--- src/rtl/bram_arb_pkg.sv ---
// Shared types and constants for the two-requester BRAM port arbiter.
package bram_arb_pkg;

  localparam logic REQ_A = 1'b0;
  localparam logic REQ_B = 1'b1;

  // Hold counter is wide enough for the largest supported MAX_HOLD.
  localparam int unsigned HOLD_W   = 8;
  localparam int unsigned HOLD_MIN = 1;
  localparam int unsigned HOLD_CAP = 255;

  // Response tag carried alongside each accepted command.
  typedef struct packed {
    logic rd;
    logic id;
  } tag_t;

  // Clamp a requested hold limit into the range the counter supports.
  function automatic int unsigned hold_limit(input int unsigned max_hold);
    if (max_hold < HOLD_MIN) return HOLD_MIN;
    if (max_hold > HOLD_CAP) return HOLD_CAP;
    return max_hold;
  endfunction

endpackage

--- src/rtl/rr_arb2.sv ---
// Two-way round-robin grant with an optional bounded lock for the current owner.
module rr_arb2
  import bram_arb_pkg::*;
#(
  parameter int unsigned MAX_HOLD = 16
) (
  input  logic clk,
  input  logic rst,
  input  logic a_valid,
  input  logic a_lock,
  input  logic b_valid,
  input  logic b_lock,
  output logic grant_a,
  output logic grant_b
);

  localparam int unsigned      HOLD_LIM = hold_limit(MAX_HOLD);
  localparam logic [HOLD_W-1:0] HOLD_MAX = HOLD_W'(HOLD_LIM);

  logic              prio_q, prio_d;
  logic              lock_vld_q, lock_vld_d;
  logic              lock_id_q, lock_id_d;
  logic [HOLD_W-1:0] hold_q, hold_d;

  logic              gnt_vld;
  logic              gnt_id;
  logic              owner_valid;
  logic              other_valid;
  logic              gnt_lock;
  logic              gnt_other_valid;
  logic [HOLD_W-1:0] hold_base;

  // Grant selection: a live lock wins unless it has used up its hold budget.
  always_comb begin
    owner_valid = (lock_id_q == REQ_A) ? a_valid : b_valid;
    other_valid = (lock_id_q == REQ_A) ? b_valid : a_valid;
    gnt_vld     = a_valid | b_valid;
    gnt_id      = REQ_A;
    if (lock_vld_q && owner_valid) begin
      gnt_id = (other_valid && (hold_q == HOLD_MAX)) ? ~lock_id_q : lock_id_q;
    end else if (a_valid && !b_valid) begin
      gnt_id = REQ_A;
    end else if (b_valid && !a_valid) begin
      gnt_id = REQ_B;
    end else begin
      gnt_id = prio_q;
    end
  end

  assign grant_a = gnt_vld && (gnt_id == REQ_A);
  assign grant_b = gnt_vld && (gnt_id == REQ_B);

  // Next pointer, lock owner and hold count after this cycle's grant.
  always_comb begin
    prio_d          = prio_q;
    lock_vld_d      = lock_vld_q;
    lock_id_d       = lock_id_q;
    hold_d          = hold_q;
    gnt_lock        = (gnt_id == REQ_A) ? a_lock : b_lock;
    gnt_other_valid = (gnt_id == REQ_A) ? b_valid : a_valid;
    hold_base       = (lock_vld_q && (lock_id_q == gnt_id)) ? hold_q : '0;
    if (gnt_vld) begin
      prio_d = ~gnt_id;
      if (gnt_lock) begin
        lock_vld_d = 1'b1;
        lock_id_d  = gnt_id;
        // Only contested grants consume the hold budget.
        hold_d     = (gnt_other_valid && (hold_base != HOLD_MAX)) ?
                     hold_base + HOLD_W'(1) : hold_base;
      end else begin
        lock_vld_d = 1'b0;
        hold_d     = '0;
      end
    end else begin
      // No grant means the owner (if any) dropped valid.
      lock_vld_d = 1'b0;
      hold_d     = '0;
    end
  end

  // Arbitration state register.
  always_ff @(posedge clk or posedge rst) begin
    if (rst) begin
      prio_q     <= REQ_A;
      lock_vld_q <= 1'b0;
      lock_id_q  <= REQ_A;
      hold_q     <= '0;
    end else begin
      prio_q     <= prio_d;
      lock_vld_q <= lock_vld_d;
      lock_id_q  <= lock_id_d;
      hold_q     <= hold_d;
    end
  end

endmodule

--- src/rtl/bram_port_arbiter.sv ---
// Shares one single-port BRAM between a host loader (A) and a compute engine (B).
module bram_port_arbiter
  import bram_arb_pkg::*;
#(
  parameter int unsigned DATA_W   = 32,
  parameter int unsigned ADDR_W   = 10,
  parameter int unsigned MAX_HOLD = 16
) (
  input  logic              clk,
  input  logic              rst,
  input  logic              a_valid,
  output logic              a_ready,
  input  logic              a_we,
  input  logic              a_lock,
  input  logic [ADDR_W-1:0] a_addr,
  input  logic [DATA_W-1:0] a_wdata,
  output logic              a_rvalid,
  output logic [DATA_W-1:0] a_rdata,
  input  logic              b_valid,
  output logic              b_ready,
  input  logic              b_we,
  input  logic              b_lock,
  input  logic [ADDR_W-1:0] b_addr,
  input  logic [DATA_W-1:0] b_wdata,
  output logic              b_rvalid,
  output logic [DATA_W-1:0] b_rdata,
  output logic              mem_ce,
  output logic              mem_we,
  output logic [ADDR_W-1:0] mem_addr,
  output logic [DATA_W-1:0] mem_wdata,
  input  logic [DATA_W-1:0] mem_rdata
);

  logic grant_a;
  logic grant_b;

  rr_arb2 #(
    .MAX_HOLD(MAX_HOLD)
  ) u_rr_arb2 (
    .clk    (clk),
    .rst    (rst),
    .a_valid(a_valid),
    .a_lock (a_lock),
    .b_valid(b_valid),
    .b_lock (b_lock),
    .grant_a(grant_a),
    .grant_b(grant_b)
  );

  assign a_ready = grant_a;
  assign b_ready = grant_b;

  logic              xfer;
  logic              cmd_we;
  logic [ADDR_W-1:0] cmd_addr;
  logic [DATA_W-1:0] cmd_wdata;
  tag_t              tag_d;

  // Select the granted requester's command fields and build its response tag.
  always_comb begin
    xfer      = grant_a | grant_b;
    cmd_we    = grant_b ? b_we    : a_we;
    cmd_addr  = grant_b ? b_addr  : a_addr;
    cmd_wdata = grant_b ? b_wdata : a_wdata;
    tag_d.rd  = xfer & ~cmd_we;
    tag_d.id  = grant_b ? REQ_B : REQ_A;
  end

  logic              mem_ce_q;
  logic              mem_we_q;
  logic [ADDR_W-1:0] mem_addr_q;
  logic [DATA_W-1:0] mem_wdata_q;

  // Command stage: registered BRAM port; address and data hold when idle.
  always_ff @(posedge clk or posedge rst) begin
    if (rst) begin
      mem_ce_q    <= 1'b0;
      mem_we_q    <= 1'b0;
      mem_addr_q  <= '0;
      mem_wdata_q <= '0;
    end else begin
      mem_ce_q <= xfer;
      mem_we_q <= xfer & cmd_we;
      if (xfer) begin
        mem_addr_q  <= cmd_addr;
        mem_wdata_q <= cmd_wdata;
      end
    end
  end

  assign mem_ce    = mem_ce_q;
  assign mem_we    = mem_we_q;
  assign mem_addr  = mem_addr_q;
  assign mem_wdata = mem_wdata_q;

  tag_t tag_q;
  logic a_rvalid_q;
  logic b_rvalid_q;

  // Tag pipeline: stage one follows the command, stage two is the demuxed rvalid.
  always_ff @(posedge clk or posedge rst) begin
    if (rst) begin
      tag_q      <= '0;
      a_rvalid_q <= 1'b0;
      b_rvalid_q <= 1'b0;
    end else begin
      tag_q      <= tag_d;
      a_rvalid_q <= tag_q.rd && (tag_q.id == REQ_A);
      b_rvalid_q <= tag_q.rd && (tag_q.id == REQ_B);
    end
  end

  assign a_rvalid = a_rvalid_q;
  assign b_rvalid = b_rvalid_q;
  // BRAM output register already aligns with the rvalid pulse.
  assign a_rdata  = mem_rdata;
  assign b_rdata  = mem_rdata;

endmodule

--- config.mk ---
export PLATFORM = sky130hd
export DESIGN_NAME = bram_port_arbiter
export DESIGN_NICKNAME = d
export VERILOG_FILES = /design/src/rtl/bram_arb_pkg.sv /design/src/rtl/rr_arb2.sv /design/src/rtl/bram_port_arbiter.sv
export SDC_FILE = /design/constraint.sdc
export NUM_CORES = 1
export LEC_CHECK = 0
export BUFFER_PORTS_ARGS = -buffer_cell sky130_fd_sc_hd__buf_4
export CORE_UTILIZATION = 40
export DETAILED_ROUTE_END_ITERATION = 10
export PLACE_DENSITY_LB_ADDON = 0.1
export SETUP_SLACK_MARGIN = 0.05
export SYNTH_ARGS = -nofsm -noshare
export SYNTH_HDL_FRONTEND = slang
export SYNTH_SLANG_ARGS = --single-unit
--- constraint.sdc ---
create_clock -name clk -period 7.1 [get_ports clk]
set_clock_uncertainty 0.1 [all_clocks]
set_input_delay 0.355 -clock clk [delete_from_list [all_inputs] [get_ports clk]]
set_output_delay 0.355 -clock clk [all_outputs]
set_load 0.03 [all_outputs]
Yosys cells after proc, flatten, opt, wreduce, memory -nomap -nowiden. Index checks and enable logic that the tools add are counted.

Eq/ne operators: 3. Bitwise operators: 8. Add/sub/neg operators: 1. Reductions and logical operators: 13. Muxes and demuxes: 18.

Operators with widths (count): $mux W32 (1); $mux W8 (4); $mux W1 (12); $logic_and A1 B1 Y1 (10); $mux W10 (1); $add A8 B1 Y8 const B (1); $eq A8 B5 Y1 const B (1); $ne A8 B5 Y1 const B (1); $not A1 Y1 (4); $and A1 B1 Y1 (2); $logic_not A1 Y1 (2); $or A1 B1 Y1 (2); $reduce_and A2 Y1 (1); $eq A1 B1 Y1 (1).

Output and inout bits: 112. Bits in registers: 59.

Longest topological paths before layout. Gate-level depths: netlist (run 1).

Word-level depth: 13. Depth in mapped cells: 13. Mapped depth without buffers: 11.

By module. A second synthesis (run 1) with hierarchy kept.

Cells, all modules: 363. Area total of the unflattened synthesis: 3512.1 µm².

By module, submodules not included: bram_port_arbiter (area an instance 2691.3 µm², times used 1, sequential area each 1201.2 µm², cells an instance 262); rr_arb2 (area an instance 820.8 µm², times used 1, sequential area each 275.3 µm², cells an instance 101).

Least setup slack after synthesis (run 1). OpenSTA, ideal clock, no wires.

Path type: register -> register. From: reg u_rr_arb2.hold_q[1]. To: reg u_rr_arb2.hold_q[0]. Period minus slack after synthesis: 3.307 ns. Stages on the path, launching flop included: 12. Setup time: 0.124 ns. Slack: 3.793 ns. Data arrival time: 3.084 ns. Path through: dfrtp_1 or4_1 o211ai_1 nand2b_1 clkbuf_1 and2_1 inv_1 ha_1 or4b_2 or4_1 a21oi_1 nor4_2.

Word-level cells in the longest chain between the ends: 12.

RTL lines: start: declaration (line rr_arb2.sv:23) `logic [HOLD_W-1:0] hold_q, hold_d;`; start signal: assignment (line rr_arb2.sv:92) `hold_q <= hold_d;`; branches (longest 10 deep; another with $add A8 B1 Y8); $mux W8 (*) (line rr_arb2.sv:64) `if (gnt_lock) begin`; $mux W8 (*) (line rr_arb2.sv:62) `if (gnt_vld) begin`; named net u_rr_arb2.hold_d[0] (line rr_arb2.sv:23).

Mark *: on every way through the listed nets, which the timed path passes. A chain may end at the register's enable or synchronous reset.

Worst setup path in the final report (run 1).
From: reg u_rr_arb2.hold_q[1]. To: out a_ready.

Word-level cells in the longest chain between the ends: 6.

RTL lines: $eq A8 B5 Y1 (line rr_arb2.sv:40) `gnt_id = (other_valid && (hold_q == HOLD_MAX)) ? ~lock_id_q : lock_id_q;`; $logic_and A1 B1 Y1 (line rr_arb2.sv:40); $mux W1 (line rr_arb2.sv:40); $mux W1 (line rr_arb2.sv:39) `if (lock_vld_q && owner_valid) begin`; $not A1 Y1 (line rr_arb2.sv:50) `assign grant_a = gnt_vld && (gnt_id == REQ_A);`; $logic_and A1 B1 Y1 (line rr_arb2.sv:50); end: declaration (line bram_port_arbiter.sv:12) `output logic a_ready,`.

No other way between the ends.

==> impl_results.md, run 1 <==
- Status: finished, final reports clean
- H-tree depth: 3
- Clock power share: 31.2%
- Commonest non-fill, non-tap cell in the layout: buf_4
- Clk pin slew, worst setup/hold paths: 70 ps
- Post-synthesis cell type count: 36
- DR DRC count: 0
- Relative slew slack: 23.1%
- Drt pass-1 iters: 4
- Cell Rows: 32
- Critical R2R Capture: u_rr_arb2.hold_q[0]
- Die X-Extent: 93.5 um
- Crit path time final: 3870 ps
- Yosys warns: 0
- WP data required: 6640 ps
- Worst r2r src: u_rr_arb2.hold_q[1]
- Die Ht: 93.5 um
- Power Density: 283 nW/um2
- Most frequent cells in the layout: 143 x buf_4, 88 x a21oi_1, 59 x dfrtp_1
- Met3 Wirelength: 865 um
- Ant diodes: 0
- DR vias: 2963
- Hold path endpoint: u_rr_arb2.lock_id_q
- Grt ovf: 0
- TritonCTS clock tree: yes
- Min-delay src: a_lock
- Total wire length: 9310 um
- Pint: 775 uW
- Setup slack, reg-to-reg: 3540 ps
- Nets: 600
- Syn nets: 533
- Count of pins over their slew limit: 0
- Lkg Pwr: 2.06 nW
- Max Fclk: 258 MHz
- Final setup TNS: 0 ps
- Fin worst setup slack: 3230 ps
- Initial core utilization: 42.4%
- Layout cell share with drive strength beyond 1: 34.9%
- Critical path class: flop to primary output
- Met1 wire length: 3770 um
- Tot GR Track Use: 22.6%
- Endpoints failing hold: 0
- CP max FO: 23
- Avg Cell Area, Syn: 8.22 um2
- RSZ-0062 raised after global routing: false
- Pre-CTS WS: 3530 ps
- Crit path top cell by count: buf_4
- Netlist Area Pre-Place: 3350 um2
- Hold Path Class: primary input to flop
- Clock latency on the worst-skew pair: 330 ps
- Critical Path Sink Type: primary output
- Vias in the first global route: 2980
- Synth Register Bits: 59
- Ports: 236
- Final Cycle Share: 54.5%
- CP delay by family, top: simple AND/OR/NAND/NOR gates
- DR WL/cell: 16.0 um
- Clock Sinks: 59
- CP Launch Point: u_rr_arb2.hold_q[1]
- WL met2: 4430 um
- Worst vdd ir: 136 uV
- Fillers: 745
- Cells after synthesis: 407
- Cells on worst reg2reg path: 10
- Vias per inst: 5.10
- Post-CTS Resized: 0
- CP Buf/Inv Count: 2
- Largest net degree at the start of global routing: 60
- ANT nets after route: 0
- Initial antenna violation count: 0
- Worst Tran Pin Value: 1150 ps
- Number of max-cap violations: 0
- Area Growth Syn to Fin: 26.1%
- CTS Root Cell: clkbuf_8
- Top sig layer: met4
- Hold path depth: 2
- Port bufs: 139
- Hold buffer count at CTS: 0
- Core ar.: 7890 um2
- Clk buf depth: 2
- Critical path cell sequence: or4_1, o2111ai_1, nand4_1, buf_4, nor2_1, buf_4
- Die area: 8730 um2
- CTS Buf Count: 9
- Sequential area share after synthesis: 44.1%
- # setup viols final: 0
- Combinational fraction of design power: 32.8%
- Max stage delay on crit path: 840 ps
- Sw frac: 35.0%
- Setup Buffers After CTS: 0
- Arr. time, crit path: 3420 ps
- Drt first-iter violations: 114
- DP HPWL: 6530 um
- First-pass GRT wire length: 15000 um
- Switching power: 418 uW
- GP Congestion: 0.824
- Sequential share of power: 36.0%
- CP Launch Type: flop
- Max stage delay cell, worst path: nand4_1
power by group through the flow:
stage / logic, mW / registers, mW / clock network, mW
final: 0.391 / 0.429 / 0.372
after CTS: 0.397 / 0.430 / 0.378
after detailed placement: 0.396 / 0.434 / 0
after global placement: 0.393 / 0.433 / 0
after floorplan: 0.206 / 0.524 / 0
after global routing: 0.426 / 0.437 / 0.395
flip-flops by register name, summed over array words and instances, names as in the netlist, 2 cells and up:
| signal | count |
|---|---|
| u_rr_arb2.hold_q | 8 |
| tag_q | 2 |
| mem_wdata | 32 |
| mem_addr | 10 |
per-stage QoR:
stage / cell area [um2] / hold slack (ps) / util (%) / cells / total power [mW]
finish: 4220 / 101 / 53.5 / 581 / 1.19
detailed placement: 3980 / 315 / 50.5 / 565 / 0.830
global route: 4220 / 73.1 / 53.5 / 581 / 1.26
CTS: 4220 / 86.0 / 53.5 / 581 / 1.20
global placement: 3980 / 300 / 50.5 / 565 / 0.826
floorplan: 3350 / 295 / - / 407 / 0.730
cell usage after synthesis:
| library cell | count | area share [%] |
|---|---|---|
| or2_2 | 1 | 0.19 |
| mux2_4 | 1 | 0.45 |
| buf_6 | 1 | 0.34 |
| buf_1 | 1 | 0.11 |
| dfrtp_1 | 59 | 44 |
| buf_4 | 64 | 14 |
| xor2_1 | 3 | 0.79 |
| nand4_1 | 4 | 0.75 |
| mux2_2 | 1 | 0.34 |
| o211ai_1 | 2 | 0.45 |
| and4_1 | 2 | 0.52 |
| ha_1 | 2 | 0.75 |
| nor4_2 | 1 | 0.37 |
| and3_1 | 1 | 0.19 |
| a31oi_1 | 2 | 0.37 |
| or4b_2 | 1 | 0.30 |
| or4_1 | 3 | 0.67 |
| nor2_1 | 57 | 6.4 |
| xnor2_1 | 2 | 0.52 |
| nand3_1 | 4 | 0.60 |
| nand2b_1 | 4 | 0.75 |
| clkbuf_1 | 21 | 2.4 |
| a21oi_1 | 88 | 13 |
| a211oi_1 | 2 | 0.45 |
| o21ai_0 | 1 | 0.15 |
| o21bai_1 | 1 | 0.22 |
| a21o_1 | 2 | 0.45 |
| nor3_1 | 1 | 0.15 |
| inv_1 | 7 | 0.79 |
| nor2b_1 | 3 | 0.56 |
| and2_1 | 4 | 0.75 |
| or4b_4 | 1 | 0.41 |
| o2111ai_1 | 1 | 0.26 |
| nand2_1 | 57 | 6.4 |
| o32ai_1 | 1 | 0.26 |
| mux2i_1 | 1 | 0.30 |
how the worst max path moves through the flow:
stage	to	slack (ps)	cells past startpoint
4_1_cts	a_ready	3140	6
6_report	a_ready	3230	6
2_1_floorplan	u_rr_arb2.hold_q[0]	3790	11
5_1_grt	a_ready	2880	6
3_3_place_gp	a_ready	3620	6
3_5_place_dp	a_ready	3530	6
cells by family (layout without fill, tap and decap cells):
group / Yosys count / after routing / share of synthesized area [%]
xor+xnor: 5 / 5 / 1.31
compound gates: 100 / 100 / 15.8
buf+inv: 94 / 166 / 18.0
mux: 3 / 3 / 1.08
simple gates: 144 / 144 / 19.0
flops: 59 / 59 / 44.1
fa+ha+maj: 2 / 2 / 0.748
routing by layer:
layer  track usage, %  up-vias
li1                 -     1415
met4             8.85        0
met5                0        -
met2             35.3      122
met3             8.70       28
met1             28.1     1398
layout make-up:
type,instances,area (um2),area share (%)
flip-flops and latches,59,1480,35.0
inverters,7,26.3,0.623
repair buffers,143,1070,25.4
multi-input cells,254,1280,30.2
well taps,102,128,3.02
clock inverters,7,116,2.76
clock buffers,9,124,2.94
Note: power is estimated with default switching activity, not from simulation.
==> inputs of run 2 (changes only) <==
Settings changed: CORE_UTILIZATION 40 to 38.
Clock period 7.1 ns to 3.5 ns, I/O delays scaled along.
==> run 2 against run 1 <==
Compared with the run above: the flow now finishes with violations (hold timing); clock power up 38%; critical path depth increased by 4; die area grew 5.1%; global-route usage down 1.3 points; setup slack lost 3000 ps; design area rose by 9.7%; critical endpoint is now u_rr_arb2.hold_q[0]; largest power group unchanged; sequential power grew 100%; register-to-register slack lost 3300 ps.
==> impl_results.md, run 2 (synthesis results as in run 1) <==
- Clock latency on the worst-skew pair: 330 ps (about the same)
- Critical Path Sink Type: flop (was primary output)
- Ports: 236 (unchanged)
- Worst Tran Pin Value: 991 ps (was 1150 ps)
- Initial antenna violation count: 0 (unchanged)
- Pre-CTS WS: 270 ps (was 3530 ps)
- CTS Buf Count: 9 (unchanged)
- RSZ-0062 raised after global routing: false (unchanged)
- Min Hold Slack: -20.1 ps (was 101 ps)
- Hold buffer count at CTS: 43 (was 0)
- Cell Rows: 33 (was 32)
- TritonCTS clock tree: yes (unchanged)
- DP HPWL: 6270 um (was 6530 um)
- Total wire length: 9320 um (was 9310 um)
- Critical path cell sequence: or4b_4, o211ai_1, nand2b_1, and2_1, inv_1, ha_1, or4b_2, or4_1, a21oi_1, nor4_2 (was or4_1, o2111ai_1, nand4_1, buf_4, nor2_1, buf_4)
- Clk buf depth: 2 (unchanged)
- Commonest non-fill, non-tap cell in the layout: buf_4 (unchanged)
- Worst vdd ir: 196 uV (was 136 uV)
- Clock Sinks: 59 (unchanged)
- Max reg flops: 32 (unchanged)
- H-tree depth: 3 (unchanged)
- Final setup TNS: 0 ps (unchanged)
- Die Ht: 95.8 um (was 93.5 um)
- Tot GR Track Use: 21.3% (was 22.6%)
- Final Cycle Share: 92.7%
- DR vias: 3128 (was 2963)
- Endpoints failing hold: 19 (was 0)
- Arr. time, crit path: 3350 ps (was 3420 ps)
- Critical path class: flop to flop (was flop to primary output)
- Port bufs: 139 (unchanged)
- Nets: 651 (was 600)
- DR DRC count: 0 (unchanged)
- # setup viols final: 0 (unchanged)
- Number of max-cap violations: 0 (unchanged)
- First-pass GRT wire length: 14900 um (was 15000 um)
- Power Density: 481 nW/um2 (was 283 nW/um2)
- GP Congestion: 0.860 (was 0.824)
- Lkg Pwr: 2.24 nW (was 2.06 nW)
- Largest net degree at the start of global routing: 47 (was 60)
- Layout cell share with drive strength beyond 1: 32.3% (was 34.9%)
- WP data required: 3610 ps (was 6640 ps)
- Drt pass-1 iters: 4 (unchanged)
- Most frequent cells in the layout: 151 x buf_4, 88 x a21oi_1, 59 x dfrtp_1 (was 143 x buf_4, 88 x a21oi_1, 59 x dfrtp_1)
- Setup Buffers After CTS: 0 (unchanged)
- DR WL/cell: 14.7 um (was 16.0 um)
- Clk pin slew, worst setup/hold paths: 70 ps (about the same)
- Failing checks: hold timing
- Initial core utilization: 39.9% (was 42.4%)
- Max stage delay on crit path: 600 ps (was 840 ps)
- Drt first-iter violations: 118 (was 114)
- CP max FO: 4 (was 23)
- Count of pins over their slew limit: 0 (unchanged)
- Grt ovf: 0 (unchanged)
- Area Growth Syn to Fin: 38.3% (was 26.1%)
- CTS Root Cell: clkbuf_8 (unchanged)
- Core ar.: 8380 um2 (was 7890 um2)
- Max Fclk: 308 MHz
- Post-CTS Resized: 0 (unchanged)
- Relative slew slack: 33.9% (was 23.1%)
- Crit path time final: 3240 ps
- ANT nets after route: 0 (unchanged)
- Die X-Extent: 95.8 um (was 93.5 um)
- Die area: 9180 um2 (was 8730 um2)
- CP Launch Type: flop (unchanged)
- Max stage delay cell, worst path: or4b_2 (was nand4_1)
- Fin worst setup slack: 255 ps (was 3230 ps)
- Hold Path Class: primary input to asynchronous set/reset pin (was primary input to flop)
- Ant diodes: 0 (unchanged)
- Vias per inst: 4.93 (was 5.10)
- Vias in the first global route: 3142 (was 2980)
- Status: finished with violations (was finished, final reports clean)
run 2: cell types whose count changed in the layout (fill, tap and decap cells not counted):
cell / before / now
clkinv_2: 2 / 3
clkinvlp_4: 1 / 0
clkinv_4: 1 / 0
dlygate4sd3_1: 0 / 43
bufinv_16: 3 / 0
clkbuf_1: 0 / 4
buf_4: 143 / 151
run 2: final timing paths:
kind	cells past startpoint	slack, ps	startpoint	to
worst max-delay path	10	260	u_rr_arb2.hold_q[3]	u_rr_arb2.hold_q[0]
worst min-delay path	2	-20	rst	mem_we
worst max register to register	10	260	u_rr_arb2.hold_q[3]	u_rr_arb2.hold_q[0]
worst min register to register	1	320	tag_q[0]	a_rvalid
max in group asynchronous	3	2510	rst	u_rr_arb2.hold_q[7]
min in group clk	3	20	b_wdata[2]	mem_wdata[2]
run 2: per-stage QoR:
step           cells  area (um2)  power, mW  utilization, %  hold WS [ps]
2_1_floorplan    407        3350       1.48               -           161
3_3_place_gp     576        4040       1.68            48.2           250
3_5_place_dp     576        4040       1.69            48.2           250
5_1_grt          635        4630       2.36            55.2          20.9
6_report         635        4630       2.23            55.2         -20.1
4_1_cts          635        4630       2.25            55.2          1.34
run 2: critical path, delay by kind of cell, from the launching register on:
family | cells | cell delay (ps)
and+or+nand+nor | 6 | 2050
AOI/OAI and AO/OA | 2 | 370
adders and majority gates | 1 | 130
buffers and inverters | 1 | 60
DFF | 1 | 420
run 2: power by group:
part,switching (mW),internal (mW)
clock,0.258,0.254
combinational,0.501,0.349
sequential,0.0732,0.793
total,0.832,1.40
run 2: final cells by class:
cell class	count	area, um2
Clock inverter	3	15.0
Timing Repair Buffer	194	1560
Fill cell	775	3750
Inverter	7	26.3
Tap cell	105	131
Sequential cell	59	1480
Clock buffer	13	139
Multi-Input combinational cell	254	1280
run 2: routing by layer:
metal  track usage [%]  wire length (um)  up-vias
met3              7.03               771       14
met5                 0                 0        -
li1                  -                 -     1518
met2              33.3              4370      136
met1              27.3              4060     1460
met4              7.84               117        0
